===== src/rtl/prefetch_unit.sv =====
// Instruction prefetch unit: runs ahead of decode, fills a circular instruction
// queue from a single-cycle instruction memory and flushes on redirect.
`timescale 1ns/1ps
module prefetch_unit #(
    parameter int               XLEN     = 32,
    parameter int               DEPTH    = 4,
    parameter logic [XLEN-1:0]  RESET_PC = '0
) (
    input  logic                       clk,
    input  logic                       rst,
    output logic [XLEN-1:0]            imemAddress,
    output logic                       imemRequest,
    input  logic                       imemReady,
    input  logic [31:0]                imemData,
    input  logic                       redirect,
    input  logic [XLEN-1:0]            redirectTarget,
    input  logic                       stall,
    output logic                       idValid,
    output logic [31:0]                idInstruction,
    output logic [XLEN-1:0]            idProgramCounter,
    output logic [$clog2(DEPTH+1)-1:0] queueCount
);

    localparam int PTR_W = (DEPTH > 1) ? $clog2(DEPTH) : 1;
    localparam int CNT_W = $clog2(DEPTH + 1);
    localparam logic [CNT_W-1:0] FULL_COUNT = CNT_W'(DEPTH);
    localparam logic [31:0]      NOP        = 32'h00000013;

    logic [XLEN-1:0]  fetch_pc;
    logic [PTR_W-1:0] head_ptr;
    logic [PTR_W-1:0] tail_ptr;
    logic [CNT_W-1:0] count;
    logic [XLEN-1:0]  pc_mem    [DEPTH];
    logic [31:0]      instr_mem [DEPTH];
    logic             push;
    logic             pop;

    // Redirect targets are word aligned, so the low two bits are dropped.
    logic unused_target_lsbs;
    assign unused_target_lsbs = ^redirectTarget[1:0];

    assign imemAddress = fetch_pc;
    assign imemRequest = !rst && !redirect && (count < FULL_COUNT);
    assign push        = imemRequest && imemReady;
    assign idValid     = (count != '0);
    assign pop         = !rst && idValid && !stall && !redirect;
    assign queueCount  = count;

    assign idInstruction    = idValid ? instr_mem[head_ptr] : NOP;
    assign idProgramCounter = idValid ? pc_mem[head_ptr]    : '0;

    // Control state: fetch PC, queue pointers and occupancy.
    always_ff @(posedge clk) begin
        if (rst) begin
            fetch_pc <= RESET_PC;
            head_ptr <= '0;
            tail_ptr <= '0;
            count    <= '0;
        end else if (redirect) begin
            fetch_pc <= {redirectTarget[XLEN-1:2], 2'b00};
            head_ptr <= '0;
            tail_ptr <= '0;
            count    <= '0;
        end else begin
            if (push) begin
                fetch_pc <= fetch_pc + XLEN'(4);
                tail_ptr <= tail_ptr + PTR_W'(1);
            end
            if (pop) begin
                head_ptr <= head_ptr + PTR_W'(1);
            end
            case ({push, pop})
                2'b10:   count <= count + CNT_W'(1);
                2'b01:   count <= count - CNT_W'(1);
                default: count <= count;
            endcase
        end
    end

    // Queue storage is never reset; idValid masks stale entries.
    always_ff @(posedge clk) begin
        if (push) begin
            pc_mem[tail_ptr]    <= fetch_pc;
            instr_mem[tail_ptr] <= imemData;
        end
    end

endmodule

===== config.mk =====
export PLATFORM = sky130hd
export DESIGN_NAME = prefetch_unit
export DESIGN_NICKNAME = d
export VERILOG_FILES = /design/src/rtl/prefetch_unit.sv
export SDC_FILE = /design/constraint.sdc
export NUM_CORES = 1
export LEC_CHECK = 0
export ABC_AREA = 1
export CORE_MARGIN = 5
export CORE_UTILIZATION = 40
export DETAILED_ROUTE_END_ITERATION = 10
export PLACE_DENSITY_LB_ADDON = 0.08
export REMOVE_ABC_BUFFERS = 1
export SYNTH_ARGS = -nofsm -noshare
export SYNTH_HDL_FRONTEND = slang
export SYNTH_SLANG_ARGS = --single-unit

===== constraint.sdc =====
create_clock -name clk -period 9.7 [get_ports clk]
set_input_delay 0.97 -clock clk [delete_from_list [all_inputs] [get_ports clk]]
set_output_delay 0.97 -clock clk [all_outputs]
set_load 0.01 [all_outputs]

* Word-level counts from Yosys, hierarchy flattened
Memories as Yosys holds them, arrays and structs flattened. A register that Yosys moved wholly into a read port is not among the register bits. Index checks and enable logic that the tools add are counted.
Word-level totals: memory bits (read-only) 0, bits in latches 0, logic and storage cells 39, output and inout port bits 101, RAM bits 256, input bits 69, memories 2, bits in registers 39
Memory list:
- instr_mem | words 4, width 32, rd ports 1, clocked after Yosys merged registers in 1, wr ports 1, line 34 | logic [31:0] instr_mem [DEPTH];
- pc_mem | words 4, width 32, rd ports 1, clocked after Yosys merged registers in 1, wr ports 1, line 33 | logic [XLEN-1:0] pc_mem [DEPTH];
Operators by class: reduce and logical (&&, ||, !) cells 13, add/sub/neg operators 5, equality and inequality tests 2, bitwise operators 0, order comparisons 1, shift-type cells 0, divide/modulo/power cells 0, multiply operators 0, muxes and demuxes 11
Operators by type and width (number):
- 32-bit 2-to-1 mux | 4
- 32-bit by 3-bit adder with 32-bit output, second input constant | 1
- 2-bit 2-to-1 mux | 4
- 1-bit logical AND | 6
- 3-bit case mux with 2 select lines | 1
- 2-bit by 1-bit adder with 2-bit output, second input constant | 2
- 2-bit nonzero test | 2
- 3-bit by 1-bit adder with 3-bit output, second input constant | 1
- 1-bit zero test | 3
- 3-bit less-than comparator, second input constant | 1
- 3-bit nonzero test | 1
- 3-bit by 1-bit subtractor with 3-bit output, second input constant | 1
- 2-bit by 1-bit == test with 1-bit output, second input constant | 1
- 2-bit == test, second input constant | 1
- 1-bit 2-to-1 mux | 2
- 2-bit OR reduction | 1

* Longest topological paths before layout
Gate-level depths: netlist of run 1.
depth after elaboration 6, gate-level depth with buffers 11, depth with buffers taken out 10

* Worst setup path after synthesis of run 1
No wires, ideal clock.
path kind input to register, start in redirect, end mem instr_mem[0][0], enable pin, library setup time 482 ps, data required time 9218 ps, path buffers 2, stages on the path 5, arrival 4148 ps, slack 5070 ps, path through buf_6 > nor2_8 > nand3_4 > buf_2 > nor2_1
On the way: longest elaborated chain between the ends 6
RTL lines:
- start: declaration | line 15 | input logic redirect,
- 1-bit zero test | line 43 | assign imemRequest = !rst && !redirect && (count < FULL_COUNT);
- 1-bit logical AND (2 in series) | line 43
- 1-bit logical AND | line 44 | assign push = imemRequest && imemReady;
- 1-bit 2-to-1 mux | line 82 | if (push) begin
- 1-bit 2-to-1 mux (implied by the code) | line 84 | instr_mem[tail_ptr] <= imemData;
- end: declaration | line 34
Every way passes these cells.

==> results of run 1 <==
through the flow:
step                total power [uW]  hold slack [ns]  utilization  setup slack, ns
floorplan                       1450            0.436            -             4.62
global placement                1540            0.444        0.467             5.64
detailed placement              1540            0.456        0.467             5.63
CTS                             2680            0.472        0.500             5.29
global route                    2750            0.512        0.500             5.06
finish                          2660            0.473        0.500             5.37
placed cells by master (no fill, tap or decap), types with 7 or more instances in the layout:
master,Yosys,layout
nand2_2,7,7
clkdlybuf4s50_1,0,163
edfxtp_1,248,248
nand3_1,40,40
o21ai_0,136,136
inv_1,66,66
clkinv_1,0,11
a21oi_1,89,89
o21ai_1,18,18
nand2_1,113,113
dfxtp_1,39,37
nor2_1,285,281
buf_4,6,14
clkbuf_16,0,31
nor2_4,7,11
path summary, 6_finish.rpt:
path / from / to / slack, ns / depth (start not counted)
min: head_ptr[1]$_SDFFE_PP0P_ / register / 0.47 / 2
max reg2reg: queueCount[2]$_SDFFE_PP0P_ / queueCount[1]$_SDFFE_PP0P_ / 7.06 / 10
min reg2reg: head_ptr[1]$_SDFFE_PP0P_ / register / 0.47 / 2
max: register / idProgramCounter[14] / 5.37 / 5
flip-flops by register name, summed over array words and instances (netlist names), named ones only:
name / flops
head_ptr: 2
tail_ptr: 2
instr_mem: 128
pc_mem: 120
imemAddress: 30
queueCount: 3
layer usage:
layer | vias up | share of wire
met5 | - | 0
met4 | 0 | 0.013
met3 | 30 | 0.048
met2 | 194 | 0.47
met1 | 4111 | 0.46
li1 | 4265 | -
worst max-delay path: stages, from the launching register on:
cell,delay [ns]
dfxtp_4,0.60
clkinv_2,0.62
buf_4,0.60
o21ai_0,0.26
a21oi_1,0.08
clkdlybuf4s50_1,0.59
synth_stat cells (all sizes together):
cell type,number
or2,1
fa,1
conb,1
dfxtp,39
o31ai,2
o211ai,1
nor3,2
and2,2
clkbuf,33
a22oi,1
xor2,1
nand3b,2
clkinv,1
nor2,300
ha,6
a31oi,6
inv,72
buf,29
o21ai,154
nand3,41
a21oi,89
edfxtp,248
nand2,123
o311ai,3
o22ai,2
cell type report:
cell class                      count  area share
Sequential cell                   287       0.541
Clock inverter                     21      0.0129
Multi-Input combinational cell    741       0.229
Tap cell                          396      0.0326
Inverter                           73      0.0182
Clock buffer                       34      0.0517
Timing Repair Buffer              177       0.114
logic make-up (layout without fill, tap and decap cells):
kind of cell / count (synthesis) / count (layout) / share of synthesized area
AOI/OAI and AO/OA: 258 / 258 / 0.108
xor gates and xnor gates: 1 / 1 / 0.000714
adders and majority gates: 7 / 7 / 0.00775
buffers and inverters: 135 / 305 / 0.0485
DFF: 287 / 287 / 0.671
other: 1 / 4 / 0.000306
and+or+nand+nor: 471 / 471 / 0.164
power by group:
group	switching [uW]	internal (uW)
Clock	462	683
Combinational	67.9	61.0
Sequential	22.2	1360
==> out/metrics.yaml, run 1 <==
drt:
  dr.pass1.iters: 5
  via_per_inst: 4.97
  via_count: 8600
  routed_wl_mm: 31.0
  detail-route-antenna-nets: 0
  initialDrtViolationCount: 522
  drc: 0
  wl_per_cell_um: 17.9
global_route:
  grt.overflow.total: 0
  met2_usage: 0.303
  antenna_found_initial: 0
  busiest_layer: "met2"
  grtUsageMet3: 0.0267
  grt.met1_usage: 0.252
  grt_pass1_vias: 8386
  grt_pass1_wl_mm: 48.1
  grt_util_all_layers: 0.180
  grt_max_degree: 77
worst_setup_path:
  worstSetupPathType: "reg2out"
  crit_required_ns: 8.73
  worstSetupStartpointType: "register"
  critPathCaptureType: "primary output"
  arrival_ns: 3.36
  cp_max_fo: 76
flow_run:
  cap_violations: 0
yosys:
  synth_cell_types: 36
  synth_seq_cells: 287
  yosysSeqAreaShare: 0.671
  synth_area_leaders: "edfxtp_1, nor2_1, dfxtp_1, o21ai_0, a21oi_1"
  yosysWarnings: 0
  syn_avg_cell_area_sq_um: 10.6
  yosys.area.top_type: "edfxtp_1"
  synthCells: 1160
  synth_top_area_frac: 0.607
  synthesis.area_sq_mm: 0.0123
floorplanning:
  die_h_um: 185
  die_area_sq_mm: 0.0343
  initial_core_util: 0.403
  fp.dieW_um: 185
  pin_count: 170
  rows: 64
  coreArea_sq_mm: 0.0304
sta:
  worst_pin_slew_ns: 0.960
  setup-tns-final_ns: 0
  finalCriticalPeriod_ns: 4.33
  fmax_mhz: 231
  setup_viol: 0
  max_slew_margin: 0.360
  slew_viol_final: 0
  grt_setup_unrepaired: "no"
  skew_ns: 0.00899
  hold_viol_final: 0
  finalCritPeriodShare: 0.447
layout:
  regArea_sq_mm: 0.00823
  multiInputGateArea_sq_mm: 0.00348
  syn_to_final_growth_pct: 24.0
  fin_cells: 1729
  fin_nets: 1387
  antenna_cells: 0
  drive_gt1_frac: 0.0728
  final_cell_area_sq_mm: 0.0152
  fillers: 2795
pwr:
  power.leakage_uw: 0.00519
  peakVddDrop_mv: 0.129
  power.density_mw_per_mm2: 175
placement:
  hpwl_mm: 17.9
  dp_cells: 1674
  place_congestion: 0.789
  placed_area_sq_mm: 0.0142
  numPortBuffers: 163
cts:
  cts_sinks: 287
  cts_setup_buffers: 0
  cts_made_buffers: 31
  hold_buffers: 0
  htree_levels: 1
  ctsRootBufferMaster: "clkbuf_16"
  cts_resized: 0
  clk_latency_ns: 0.54
  clk_pin_slew_worst_paths_ns: 0.06
  cts_tree: "built"
  cts_buffer_depth: 3
run_status:
  outcome: "complete, no violations"
hold_path:
  hold_class: "reg2reg"
(Power assumes the default switching activity.)
==> inputs of run 2 (changes only) <==
clock period = 4 ns   (was 9.7 ns; I/O delays follow)
==> run 2 against run 1 <==
Effect of this change:
- clock skew is 0.0013 ns higher
- die area stayed put
- combinational power is 140% higher
- non-clock buffer count is 3 higher
- sequential power is 140% higher
- wire length is 0.88% lower
- via count is 0.16% lower
- sequential share of layout area is 0.27 points lower
- utilization is 0.25 points higher
- register-to-register slack worse by 5.2 ns
- critical path type unchanged
- largest power group unchanged
==> out/metrics.yaml, run 2 (synthesis results as in run 1) <==
drt:
  drc: 0  # unchanged
  via_per_inst: 4.95  # -0.39%
  routed_wl_mm: 30.7  # -0.88%
  initialDrtViolationCount: 385  # -26%
  dr.pass1.iters: 5  # unchanged
  via_count: 8586  # -0.16%
  wl_per_cell_um: 17.7  # -1.1%
  detail-route-antenna-nets: 0  # unchanged
worst_setup_path:
  cp_max_fo: 31  # -59%
  worstSetupPathType: "reg2out"
  arrival_ns: 3.07  # -0.29 ns
  crit_required_ns: 3.60  # -5.13 ns
  r2r_slack_ns: 1.84  # -5.22 ns
  critPathCaptureType: "primary output"
  worstSetupStartpointType: "register"
cts:
  clk_pin_slew_worst_paths_ns: 0.06  # about the same
  cts_setup_buffers: 0  # unchanged
  clk_latency_ns: 0.55  # about the same
  hold_buffers: 0  # unchanged
  cts_resized: 0  # unchanged
  htree_levels: 1  # unchanged
  ctsRootBufferMaster: "clkbuf_16"
  cts_tree: "built"
  cts_buffer_depth: 3  # unchanged
  cts_sinks: 287  # unchanged
  cts_made_buffers: 31  # unchanged
sta:
  worst_pin_slew_ns: 0.683  # -0.277 ns
  finalCritPeriodShare: 0.868
  slew_viol_final: 0  # unchanged
  setup_viol: 0  # unchanged
  hold_viol_final: 0  # unchanged
  skew_ns: 0.0103  # +0.00132 ns
  setup-tns-final_ns: 0  # unchanged
  grt_setup_unrepaired: "no"
  fmax_mhz: 288
  finalCriticalPeriod_ns: 3.47
  max_slew_margin: 0.544  # +0.184
pwr:
  p_int_uw: 5050  # +140%
  p_seq_frac: 0.525  # +0.005
  switching_power_uw: 1330  # +140%
  power.density_mw_per_mm2: 418  # +140%
  p_clk_frac: 0.426  # -0.005
  p_sw_frac: 0.209  # +0.000911
  power.leakage_uw: 0.00522  # +0.65%
  peakVddDrop_mv: 0.286  # +120%
  combPwrFrac: 0.049  # about the same
global_route:
  antenna_found_initial: 0  # unchanged
  grt_pass1_wl_mm: 47.3  # -1.7%
  grt_max_degree: 93  # +21%
  grt.overflow.total: 0  # unchanged
  grt_util_all_layers: 0.176  # -0.00333
  grt_pass1_vias: 8368  # -0.21%
floorplanning:
  fp.dieW_um: 185  # unchanged
  pin_count: 170  # unchanged
  die_area_sq_mm: 0.0343  # unchanged
  coreArea_sq_mm: 0.0304  # unchanged
  initial_core_util: 0.403  # unchanged
  rows: 64  # unchanged
  die_h_um: 185  # unchanged
layout:
  final_cell_area_sq_mm: 0.0153  # +0.51%
  largest_reg_flops: 128  # unchanged
  antenna_cells: 0  # unchanged
  fillers: 2762  # -1.2%
  syn_to_final_growth_pct: 24.6
  largest_register: "instr_mem"
  final_common_cell: "nor2_1"
  regArea_sq_mm: 0.00823  # unchanged
  multiInputGateArea_sq_mm: 0.00348  # unchanged
  final_cell_mix: "nor2_1, edfxtp_1, clkdlybuf4s50_1"
  drive_gt1_frac: 0.0748  # +0.00203
  fin_nets: 1390  # +0.22%
run_status:
  outcome: "complete, no violations"
placement:
  place_congestion: 0.822  # +4.2%
  hpwl_mm: 18.2  # +1.8%
  placed_area_sq_mm: 0.0143  # +0.69%
  numPortBuffers: 163  # unchanged
hold_path:
  hold_class: "in2reg"
flow_run:
  cap_violations: 0  # unchanged
-- run 2: cell count changes in the layout (fill, tap and decap cells not counted) --
cell	change
clkinvlp_4	-1
clkinv_2	+1
clkinv_1	-2
buf_12	+6
inv_6	+1
bufinv_16	-1
clkbuf_1	+3
buf_4	-3
-- run 2: metal layers --
metal,vias up,GRT usage,share of wire,routed length [um]
li1,4275,-,-,-
met1,4076,0.246,0.46,14000
met2,203,0.298,0.48,14700
met3,32,0.0267,0.050,1550
met4,0,0.0335,0.014,436
met5,-,0,0,0
-- run 2: per-stage QoR --
step | hold WS (ns) | instances | power [uW] | utilization | setup WS (ns)
floorplan | 0.436 | 1101 | 3520 | - | -0.512
global placement | 0.444 | 1677 | 3730 | 0.471 | 1.03
detailed placement | 0.445 | 1677 | 3730 | 0.471 | 1.05
CTS | 0.405 | 1733 | 6450 | 0.502 | 0.447
global route | 0.443 | 1733 | 6620 | 0.502 | 0.303
finish | 0.430 | 1733 | 6380 | 0.502 | 0.526
-- run 2: power groups by stage --
stage	combinational (uW)	sequential [uW]	clock, uW
after CTS	318	3350	2780
after floorplan	113	3410	0
after global routing	346	3360	2910
after global placement	314	3410	0
after detailed placement	316	3420	0
final	313	3350	2720
-- run 2: worst max-delay path, stage by stage, from the launching register on --
cell and delay, ns:
dfxtp_2 0.71, inv_2 0.47, buf_4 0.35, nor2_1 0.11, o21ai_0 0.09, a21oi_1 0.20, clkdlybuf4s50_1 0.57
-- run 2: cell type report --
cell class / instances / area share
Multi-Input combinational cell: 741 / 0.228
Sequential cell: 287 / 0.539
Clock inverter: 19 / 0.0108
Timing Repair Buffer: 180 / 0.120
Inverter: 73 / 0.0181
Clock buffer: 37 / 0.0522
Tap cell: 396 / 0.0324
-- run 2: final timing paths --
check | end | depth (start not counted) | start
worst max-delay path | idInstruction[21] | 6 | register
worst min register to register | register | 2 | head_ptr[1]$_SDFFE_PP0P_
worst min-delay path | imemAddress[8]$_SDFFE_PP0P_ | 3 | redirectTarget[8]
worst max register to register | queueCount[2]$_SDFFE_PP0P_ | 10 | queueCount[2]$_SDFFE_PP0P_
